[src/rtl/nv_nvdla_csb_pkg.sv]
// Shared CSB request/response field layout, bridge FSM states and error-response constructor.
package nv_nvdla_csb_pkg;

  localparam int REQ_W           = 63;
  localparam int RESP_W          = 34;
  localparam int ADDR_W          = 22;
  localparam int REQ_ADDR_LSB    = 0;
  localparam int REQ_WDAT_LSB    = 22;
  localparam int REQ_WRITE_BIT   = 54;
  localparam int REQ_NPOSTED_BIT = 55;
  localparam int REQ_SRCPRIV_BIT = 56;
  localparam int REQ_WRBE_LSB    = 57;
  localparam int REQ_LEVEL_LSB   = 61;
  localparam int RESP_RDAT_LSB   = 0;
  localparam int RESP_ERR_BIT    = 32;
  localparam int RESP_WRITE_BIT  = 33;

  localparam logic [1:0] IDLE  = 2'd0;
  localparam logic [1:0] ISSUE = 2'd1;
  localparam logic [1:0] WAIT  = 2'd2;
  localparam logic [1:0] RESP  = 2'd3;

  localparam logic [RESP_W-1:0] ERR_RESP = 34'h1_0000_0000;

  function automatic logic [RESP_W-1:0] err_resp(input logic write);
    logic [RESP_W-1:0] r;
    r = ERR_RESP;
    r[RESP_WRITE_BIT] = write;
    return r;
  endfunction

endpackage

[src/rtl/nv_nvdla_csb_timeout_cnt.sv]
// Response timer: counts enabled cycles, expire pulses on the TIMEOUT-th enabled cycle.
// Combinational expire, no backpressure; clear has priority over enable.
module nv_nvdla_csb_timeout_cnt #(
  parameter int TIMEOUT = 1023,
  parameter int TO_W    = 16
) (
  input  logic nvdla_core_clk,
  input  logic nvdla_core_rst,
  input  logic clr,
  input  logic en,
  output logic expire
);

  localparam logic [TO_W-1:0] LAST = TO_W'(TIMEOUT - 1);

  logic [TO_W-1:0] cnt;

  always_ff @(posedge nvdla_core_clk) begin
    if (nvdla_core_rst) begin
      cnt <= '0;
    end else if (clr) begin
      cnt <= '0;
    end else if (en) begin
      cnt <= cnt + TO_W'(1);
    end
  end

  assign expire = en & (cnt == LAST);

endmodule

[src/rtl/nv_nvdla_csb_mcif_req_bridge.sv]
// Serialises host CSB requests to MCIF one at a time; read latency is 1 + MCIF response delay + 1 cycles.
// Host request stalls while a transaction is in flight; request and response pd hold until their ready.
module nv_nvdla_csb_mcif_req_bridge
  import nv_nvdla_csb_pkg::*;
#(
  parameter logic [21:0] ADDR_BASE = 22'h000000,
  parameter logic [21:0] ADDR_MASK = 22'h3FFC00,
  parameter int          TIMEOUT   = 1023,
  parameter int          TO_W      = 16
) (
  input  logic        nvdla_core_clk,
  input  logic        nvdla_core_rst,
  input  logic        host_req_pvld,
  output logic        host_req_prdy,
  input  logic [62:0] host_req_pd,
  output logic        csb2mcif_req_pvld,
  input  logic        csb2mcif_req_prdy,
  output logic [62:0] csb2mcif_req_pd,
  input  logic        mcif2csb_resp_valid,
  input  logic [33:0] mcif2csb_resp_pd,
  output logic        host_resp_valid,
  input  logic        host_resp_ready,
  output logic [33:0] host_resp_pd,
  output logic        busy,
  output logic [7:0]  stray_rsp_cnt
);

  logic [1:0]        state;
  logic [REQ_W-1:0]  req_pd;
  logic [RESP_W-1:0] resp_pd;
  logic              req_hs;
  logic              in_win;
  logic              in_exp;
  logic              lat_exp;
  logic              expire;

  assign host_req_prdy     = (state == IDLE) & ~nvdla_core_rst;
  assign req_hs            = host_req_pvld & host_req_prdy;
  assign in_win            = ((host_req_pd[REQ_ADDR_LSB +: ADDR_W] ^ ADDR_BASE) & ADDR_MASK) == '0;
  assign in_exp            = ~host_req_pd[REQ_WRITE_BIT] | host_req_pd[REQ_NPOSTED_BIT];
  assign lat_exp           = ~req_pd[REQ_WRITE_BIT] | req_pd[REQ_NPOSTED_BIT];

  assign csb2mcif_req_pvld = (state == ISSUE);
  assign csb2mcif_req_pd   = req_pd;
  assign host_resp_valid   = (state == RESP);
  assign host_resp_pd      = resp_pd;
  assign busy              = (state != IDLE);

  nv_nvdla_csb_timeout_cnt #(
    .TIMEOUT (TIMEOUT),
    .TO_W    (TO_W)
  ) u_timeout_cnt (
    .nvdla_core_clk (nvdla_core_clk),
    .nvdla_core_rst (nvdla_core_rst),
    .clr            (state != WAIT),
    .en             (state == WAIT),
    .expire         (expire)
  );

  // Only WAIT consumes MCIF responses; anything else is stray and never touches resp_pd.
  always_ff @(posedge nvdla_core_clk) begin
    if (nvdla_core_rst) begin
      stray_rsp_cnt <= '0;
    end else if (mcif2csb_resp_valid && (state != WAIT) && (stray_rsp_cnt != 8'hFF)) begin
      stray_rsp_cnt <= stray_rsp_cnt + 8'd1;
    end
  end

  always_ff @(posedge nvdla_core_clk) begin
    if (nvdla_core_rst) begin
      state   <= IDLE;
      req_pd  <= '0;
      resp_pd <= '0;
    end else begin
      case (state)
        IDLE: begin
          if (req_hs) begin
            req_pd <= host_req_pd;
            if (in_win) begin
              state <= ISSUE;
            end else if (in_exp) begin
              resp_pd <= err_resp(host_req_pd[REQ_WRITE_BIT]);
              state   <= RESP;
            end
          end
        end
        ISSUE: begin
          if (csb2mcif_req_prdy) begin
            state <= lat_exp ? WAIT : IDLE;
          end
        end
        WAIT: begin
          // A response arriving on the expiry cycle beats the timeout.
          if (mcif2csb_resp_valid) begin
            resp_pd <= mcif2csb_resp_pd;
            state   <= RESP;
          end else if (expire) begin
            resp_pd <= err_resp(req_pd[REQ_WRITE_BIT]);
            state   <= RESP;
          end
        end
        RESP: begin
          if (host_resp_ready) begin
            state <= IDLE;
          end
        end
        default: state <= IDLE;
      endcase
    end
  end

endmodule

[config.mk]
export PLATFORM = sky130hd
export DESIGN_NAME = nv_nvdla_csb_mcif_req_bridge
export DESIGN_NICKNAME = d
export VERILOG_FILES = /design/src/rtl/nv_nvdla_csb_pkg.sv /design/src/rtl/nv_nvdla_csb_timeout_cnt.sv /design/src/rtl/nv_nvdla_csb_mcif_req_bridge.sv
export SDC_FILE = /design/constraint.sdc
export NUM_CORES = 1
export LEC_CHECK = 0
export BUFFER_PORTS_ARGS = -buffer_cell sky130_fd_sc_hd__buf_2
export CORE_MARGIN = 5
export CORE_UTILIZATION = 50
export DETAILED_ROUTE_END_ITERATION = 10
export PLACE_DENSITY_LB_ADDON = 0.1
export SYNTH_ARGS = -nofsm -noshare
export SYNTH_HDL_FRONTEND = slang
export SYNTH_SLANG_ARGS = --single-unit
[constraint.sdc]
create_clock -name nvdla_core_clk -period 4.6 [get_ports nvdla_core_clk]
set_input_delay 1.38 -clock nvdla_core_clk [delete_from_list [all_inputs] [get_ports nvdla_core_clk]]
set_output_delay 1.38 -clock nvdla_core_clk [all_outputs]
set_load 0.02 [all_outputs]
# == After elaboration in Yosys (flattened, before gate mapping) ==
# Index checks and enable logic that the tools add are counted.
# classes
mul,0
n_reduce_logical,10
div_mod_pow,0
n_addsub,2
order_cmp,0
bitwise,8
n_shift,0
n_mux,15
n_eq_ne,13
# ops
operator,count
$mux 34,5
$pmux 34 s2,1
$logic_not 22->1,1
$add 16x1->16 const B,1
$eq 16x10->1 const B,1
$mux 2,8
$reduce_and 5->1,2
$add 8x1->8 const B,1
$ne 2x2->1 const B,4
$ne 8x8->1 const B,1
$pmux 2 s4,1
$ne 3x3->1 const B,2
$eq 2x2->1 const B,2
$ne 2x1->1 const B,2
$reduce_bool 2->1,2
$and 1x1->1,3
$not 1->1,3
$eq 2x1->1 const B,1
$logic_and 1x1->1,2
$logic_not 2->1,1
$or 1x1->1,2
$reduce_and 2->1,1
$reduce_or 2->1,1
# word_totals
reg_bits,123
inputBits,103
latchBits,0
ram_bits,0
mem_bits_ro,0
n_memories,0

# == Logic depth before layout (Yosys ltp) ==
# Gate-level depths: netlist of the first run.
# logic_depth
depth_word,6
depth_mapped,8
mapped_depth_nobuf,7

# == Cells and area by module ==
# A second synthesis of the first run with hierarchy kept.
# unflattened
hier_cells,523
area_unflattened_um2,4633.2
# by_module_without_submodules
module,area_per_inst_um2,instances,cells_per_inst
nv_nvdla_csb_mcif_req_bridge,3858.7,1,434
nv_nvdla_csb_timeout_cnt,774.5,1,89

# == Worst setup path after synthesis of the first run ==
# OpenSTA, ideal clock, no wires.
# synth_path
path_kind,in2out
start,input port nvdla_core_rst
end,output port host_req_prdy
path_slack_ns,0.758
t_required_ns,3.220
n_path_buf,4
cell_stages,5
arrival_ns,2.462
cell_sequence,buf_2 > clkbuf_1 > clkbuf_1 > clkbuf_1 > nor2_1
# synth_via
elab_chain_cells,2
# synth_lines
element,line,rtl
from (decl),nv_nvdla_csb_mcif_req_bridge.sv:12,"input logic nvdla_core_rst,"
$not 1->1,nv_nvdla_csb_mcif_req_bridge.sv:37,assign host_req_prdy = (state == IDLE) & ~nvdla_core_rst;
$and 1x1->1,nv_nvdla_csb_mcif_req_bridge.sv:37,
to (decl),nv_nvdla_csb_mcif_req_bridge.sv:14,"output logic host_req_prdy,"
# Every way passes these cells.

# == Worst setup path after layout of the first run ==
# Same ends and word-level chain as after synthesis.

==> metrics.cfg, run 1 <==
[global_routing]
grt_pass1_vias=4175
antenna_found_initial=1
grt_pass1_wl_um=19700
grt_usage=0.215
grt_max_degree=127
globalRouteOverflowTotal=0

[floorplanning]
fp.dieH_um=106
dieArea_um2=11300
start_util=0.507
core_region_area_um2=9150
core.rowCount=35
die_w_um=106
io_pins=212

[placed_design]
io_buffers=211
gp_congestion=0.759
place_ws_ps=1250
dpl.hpwl_um=8840
place_area_um2=5710

[clocking]
cts_resized=0
cts_setup_buffers=0
cts-root-buf=clkbuf_8
cts.clk_slew.worst_paths_ps=60
cts.path.max_buffers=2
h-tree-depth=4
cts_tree=built
clock_sinks=123
clock_latency_ps=500
hold_buffers=0
cts_buffers=17

[worst_setup_path]
path_cells=buf_2 -> nor2_1 -> buf_2
crit_slowest_cell=buf_2
critPathLaunchType=primary input
cp-startpoint=nvdla_core_rst
critPathCapture=host_req_prdy
reg2regPathDepth=5
r2r_slack_ps=2500
path_max_fanout=17
cp_common_cell=buf_2
cp.arrival_ps=1960
end_kind=output pin
timing.rr.start=state[1]
cp.required_ps=3220
timing_worst_setup_path_type=in2out
r2r-end=host_resp_pd[24]
crit_path_max_incr_delay_ps=320

[finish]
final_common_cell=buf_2
postLayoutCellArea_um2=6340
final_cell_mix=buf_2, dfxtp_1, nand2_1
nNetsFinal=815
drive_gt1_frac=0.349
antenna_cells=0
areaGrowthSynthToFinish_pct=36.6

[sta]
setup_viol=0
drv_slew=0
max_freq_mhz=299
worst_pin_slew_ps=756
post-route-period-util=0.726
setup_ws_ps=1260
slew-limit-headroom=0.491
finClkSkew_ps=10.7
hold_viol=0
rsz0062_at_grt=no
setup_tns_ps=0
finalCriticalPeriod_ps=3340

[route]
dr.pass1.iters=4
route.detailed.drc=0
drt-total-wl_um=12300
vias_per_cell=5.09
drtAntennaViolNets=0
vias=4243
dr.first_iter.drc_count=191
post_drt_wl_per_cell_um=14.8

[synth]
synth-main-ff-cell=dfxtp_1
synth_cells=509
netlist_area_um2=4640
async_reset_ff_frac=0
synth_area_per_cell_um2=9.11
ys_ff_latch=123
yosys.area.top_type=dfxtp_1
synth_enable_flop_cells=0
syn_nets=615
synth_cell_types=37
ys_top_cells_by_area=dfxtp_1, nand2b_1, a22o_1, nand2_1, o21ai_0
ys_seq_area_frac=0.531
netlist.area_leader.share=0.531
synth_warnings=0

[power_and_ir_drop]
internal_power_mw=2.20
seqPwrFrac=0.398
clock_power_share=0.461
p_sw_uw=803
power_density_nw_per_um2=475
comb_power_share=0.140
p_leak_nw=2.90
finalPower_mw=3.01
switching_share=0.267
ir_drop_mv=0.275

[min_path]
hold_start=csb2mcif_req_pd[12]
hold_path_class=reg2reg

[job]
timing.max_cap.violations=0

[outcome]
outcome=complete, no violations

power groups by stage:
stage | clock network (mW) | registers [mW] | logic (mW)
floorplan | 0 | 1.31 | 0.174
global placement | 0 | 1.22 | 0.419
detailed placement | 0 | 1.22 | 0.425
CTS | 1.42 | 1.20 | 0.427
global route | 1.47 | 1.21 | 0.461
finish | 1.39 | 1.20 | 0.422
worst min-delay path by stage:
stage / endpoint / slack [ps] / cells past startpoint
floorplan: u_timeout_cnt.cnt[0] / 440 / 1
global placement: csb2mcif_req_pd[25] / 450 / 2
detailed placement: csb2mcif_req_pd[29] / 450 / 2
CTS: csb2mcif_req_pd[29] / 460 / 2
global route: csb2mcif_req_pd[21] / 490 / 2
finish: csb2mcif_req_pd[12] / 460 / 2
routing by layer:
metal | GRT usage | vias up | wire length, um | share of wire
li1 | - | 2121 | - | -
met1 | 0.244 | 1937 | 4950 | 0.40
met2 | 0.361 | 163 | 6050 | 0.49
met3 | 0.0893 | 20 | 1100 | 0.089
met4 | 0.0805 | 2 | 230 | 0.019
met5 | 0 | - | 12 | 0.00097
metrics by stage:
step,util,hold WS [ps],instances
after floorplan,-,441,509
after global placement,0.624,449,801
after detailed placement,0.624,451,801
after CTS,0.692,462,833
after global routing,0.692,486,833
final,0.692,460,833
cell families after synthesis:
family,share of synthesized area
simple gates,0.221
flops,0.531
compound gates,0.162
buf+inv,0.0402
xor+xnor,0.0340
fa+ha+maj,0.00810
mux,0.00432
layout make-up:
| type | instances | area, um^2 |
|---|---|---|
| Timing Repair Buffer | 215 | 1100 |
| Sequential cell | 123 | 2460 |
| Inverter | 6 | 22.5 |
| Clock inverter | 13 | 191 |
| Fill cell | 744 | 2820 |
| Clock buffer | 19 | 432 |
| Tap cell | 111 | 139 |
| Multi-Input combinational cell | 346 | 1990 |
registers in the layout, indices dropped and copies added (netlist names):
signal	flops
stray_rsp_cnt	8
csb2mcif_req_pd	63
state	2
host_resp_pd	34
u_timeout_cnt.cnt	16
worst max-delay path: cells and delay by family:
family        cells  cell delay, ps
buf+inv           2             490
simple gates      1              90
synth_stat cells, drive strengths merged (3+ instances only):
| cell type | count |
|---|---|
| nand4 | 5 |
| and3 | 3 |
| nor4 | 5 |
| nor2 | 30 |
| a31oi | 3 |
| xor2 | 11 |
| dfxtp | 123 |
| inv | 6 |
| nand2 | 72 |
| buf | 19 |
| a21oi | 8 |
| o21ai | 65 |
| nand2b | 67 |
| clkbuf | 15 |
| ha | 3 |
| nand3 | 10 |
| xnor2 | 7 |
| a22o | 32 |
| nor3 | 6 |
No activity file was read; power rests on OpenSTA's default activity.
==> run 2: changes to the inputs <==
--- a/config.mk
+++ b/config.mk
@@ -7,7 +7,7 @@
 export LEC_CHECK = 0
 export BUFFER_PORTS_ARGS = -buffer_cell sky130_fd_sc_hd__buf_2
 export CORE_MARGIN = 5
-export CORE_UTILIZATION = 50
+export CORE_UTILIZATION = 47
 export DETAILED_ROUTE_END_ITERATION = 10
 export PLACE_DENSITY_LB_ADDON = 0.1
 export SYNTH_ARGS = -nofsm -noshare
==> constraint.sdc (replaced) <==
create_clock -name nvdla_core_clk -period 3.14 [get_ports nvdla_core_clk]
set_input_delay 0.942 -clock nvdla_core_clk [delete_from_list [all_inputs] [get_ports nvdla_core_clk]]
set_output_delay 0.942 -clock nvdla_core_clk [all_outputs]
set_load 0.02 [all_outputs]
==> metrics.cfg, run 2 (same netlist as run 1, synthesis figures left out) <==
[clocking]
hold_buffers=0
clock_latency_ps=510
cts-root-buf=clkbuf_8
cts_setup_buffers=0
cts_resized=0
h-tree-depth=4
cts.path.max_buffers=2
cts_tree=built
clock_sinks=123
cts.clk_slew.worst_paths_ps=60
cts_buffers=17

[sta]
rsz0062_at_grt=no
setup_viol=0
setup_ws_ps=647
finClkSkew_ps=12.4
slew-limit-headroom=0.608
finalCriticalPeriod_ps=2490
setup_tns_ps=0
post-route-period-util=0.794
drv_slew=0
max_freq_mhz=401
hold_viol=0
worst_pin_slew_ps=583

[floorplanning]
start_util=0.479
die_w_um=109
fp.dieH_um=109
core_region_area_um2=9680
dieArea_um2=12000
core.rowCount=36
io_pins=212

[placed_design]
place_ws_ps=559
dpl.hpwl_um=8550
place_area_um2=5740
gp_congestion=0.771
io_buffers=211

[finish]
largest_reg_flops=63
antenna_cells=0
postLayoutCellArea_um2=6390
drive_gt1_frac=0.351
nNetsFinal=817
num-fill-cells=838
final_cell_mix=buf_2, dfxtp_1, nand2_1
final_common_cell=buf_2
areaGrowthSynthToFinish_pct=37.8

[power_and_ir_drop]
comb_power_share=0.138
p_leak_nw=2.93
power_density_nw_per_um2=698
ir_drop_mv=0.358
switching_share=0.258
clock_power_share=0.469
internal_power_mw=3.31
p_sw_mw=1.15
seqPwrFrac=0.393

[worst_setup_path]
timing_worst_setup_path_type=reg2out
cp.required_ps=2200
critPathLaunchType=flop
path_max_fanout=10
end_kind=output pin
cp.arrival_ps=1550

[global_routing]
globalRouteOverflowTotal=0
grt_pass1_wl_um=18500
grt_pass1_vias=3901
grt_max_degree=72
grt_usage=0.198
antenna_found_initial=0

[route]
drt-total-wl_um=11900
vias=4160
dr.first_iter.drc_count=202
post_drt_wl_per_cell_um=13.9
dr.pass1.iters=4
vias_per_cell=4.85
drtAntennaViolNets=0
route.detailed.drc=0

[min_path]
hold_path_class=reg2reg

[job]
timing.max_cap.violations=0

[outcome]
outcome=complete, no violations

run 2: final timing paths:
| check | from | to | slack, ps | cells after the start |
|---|---|---|---|---|
| setup / recovery | state[1] | host_req_prdy | 650 | 3 |
| hold / removal | csb2mcif_req_pd[22] | csb2mcif_req_pd[22] | 460 | 2 |
| setup reg to reg | u_timeout_cnt.cnt[0] | host_resp_pd[30] | 1310 | 8 |
| hold reg to reg | csb2mcif_req_pd[22] | csb2mcif_req_pd[22] | 460 | 2 |
run 2: layout make-up:
cell class,instances,area [um^2],share of cell area
clock inverters,13,215,0.0337
repair buffers,217,1100,0.172
flip-flops and latches,123,2460,0.385
multi-input cells,346,1990,0.312
inverters,6,22.5,0.00352
clock buffers,19,432,0.0676
well taps,133,166,0.0260
run 2: routing by layer:
| layer | share of wire | track usage | vias up |
|---|---|---|---|
| met5 | 0 | 0 | - |
| met1 | 0.40 | 0.226 | 1861 |
| li1 | - | - | 2126 |
| met4 | 0.018 | 0.0632 | 0 |
| met2 | 0.47 | 0.321 | 157 |
| met3 | 0.10 | 0.100 | 16 |
run 2: power groups by stage:
| stage | clock [mW] | combinational, mW | sequential [mW] |
|---|---|---|---|
| floorplan | 0 | 0.255 | 1.91 |
| global placement | 0 | 0.613 | 1.78 |
| detailed placement | 0 | 0.623 | 1.78 |
| CTS | 2.14 | 0.625 | 1.75 |
| global route | 2.22 | 0.677 | 1.77 |
| finish | 2.09 | 0.616 | 1.75 |
run 2: worst max-delay path, cell delays in order (launching register included):
cell,delay [ps]
dfxtp_1,410
or2_1,350
nor2_1,110
buf_2,170
run 2: through the flow:
| stage | power, mW | hold WS [ps] | util | std cells |
|---|---|---|---|---|
| 2_1_floorplan | 2.17 | 441 | - | 509 |
| 3_3_place_gp | 2.40 | 449 | 0.593 | 825 |
| 3_5_place_dp | 2.41 | 451 | 0.593 | 825 |
| 4_1_cts | 4.52 | 462 | 0.660 | 857 |
| 5_1_grt | 4.67 | 480 | 0.660 | 857 |
| 6_report | 4.46 | 458 | 0.660 | 857 |
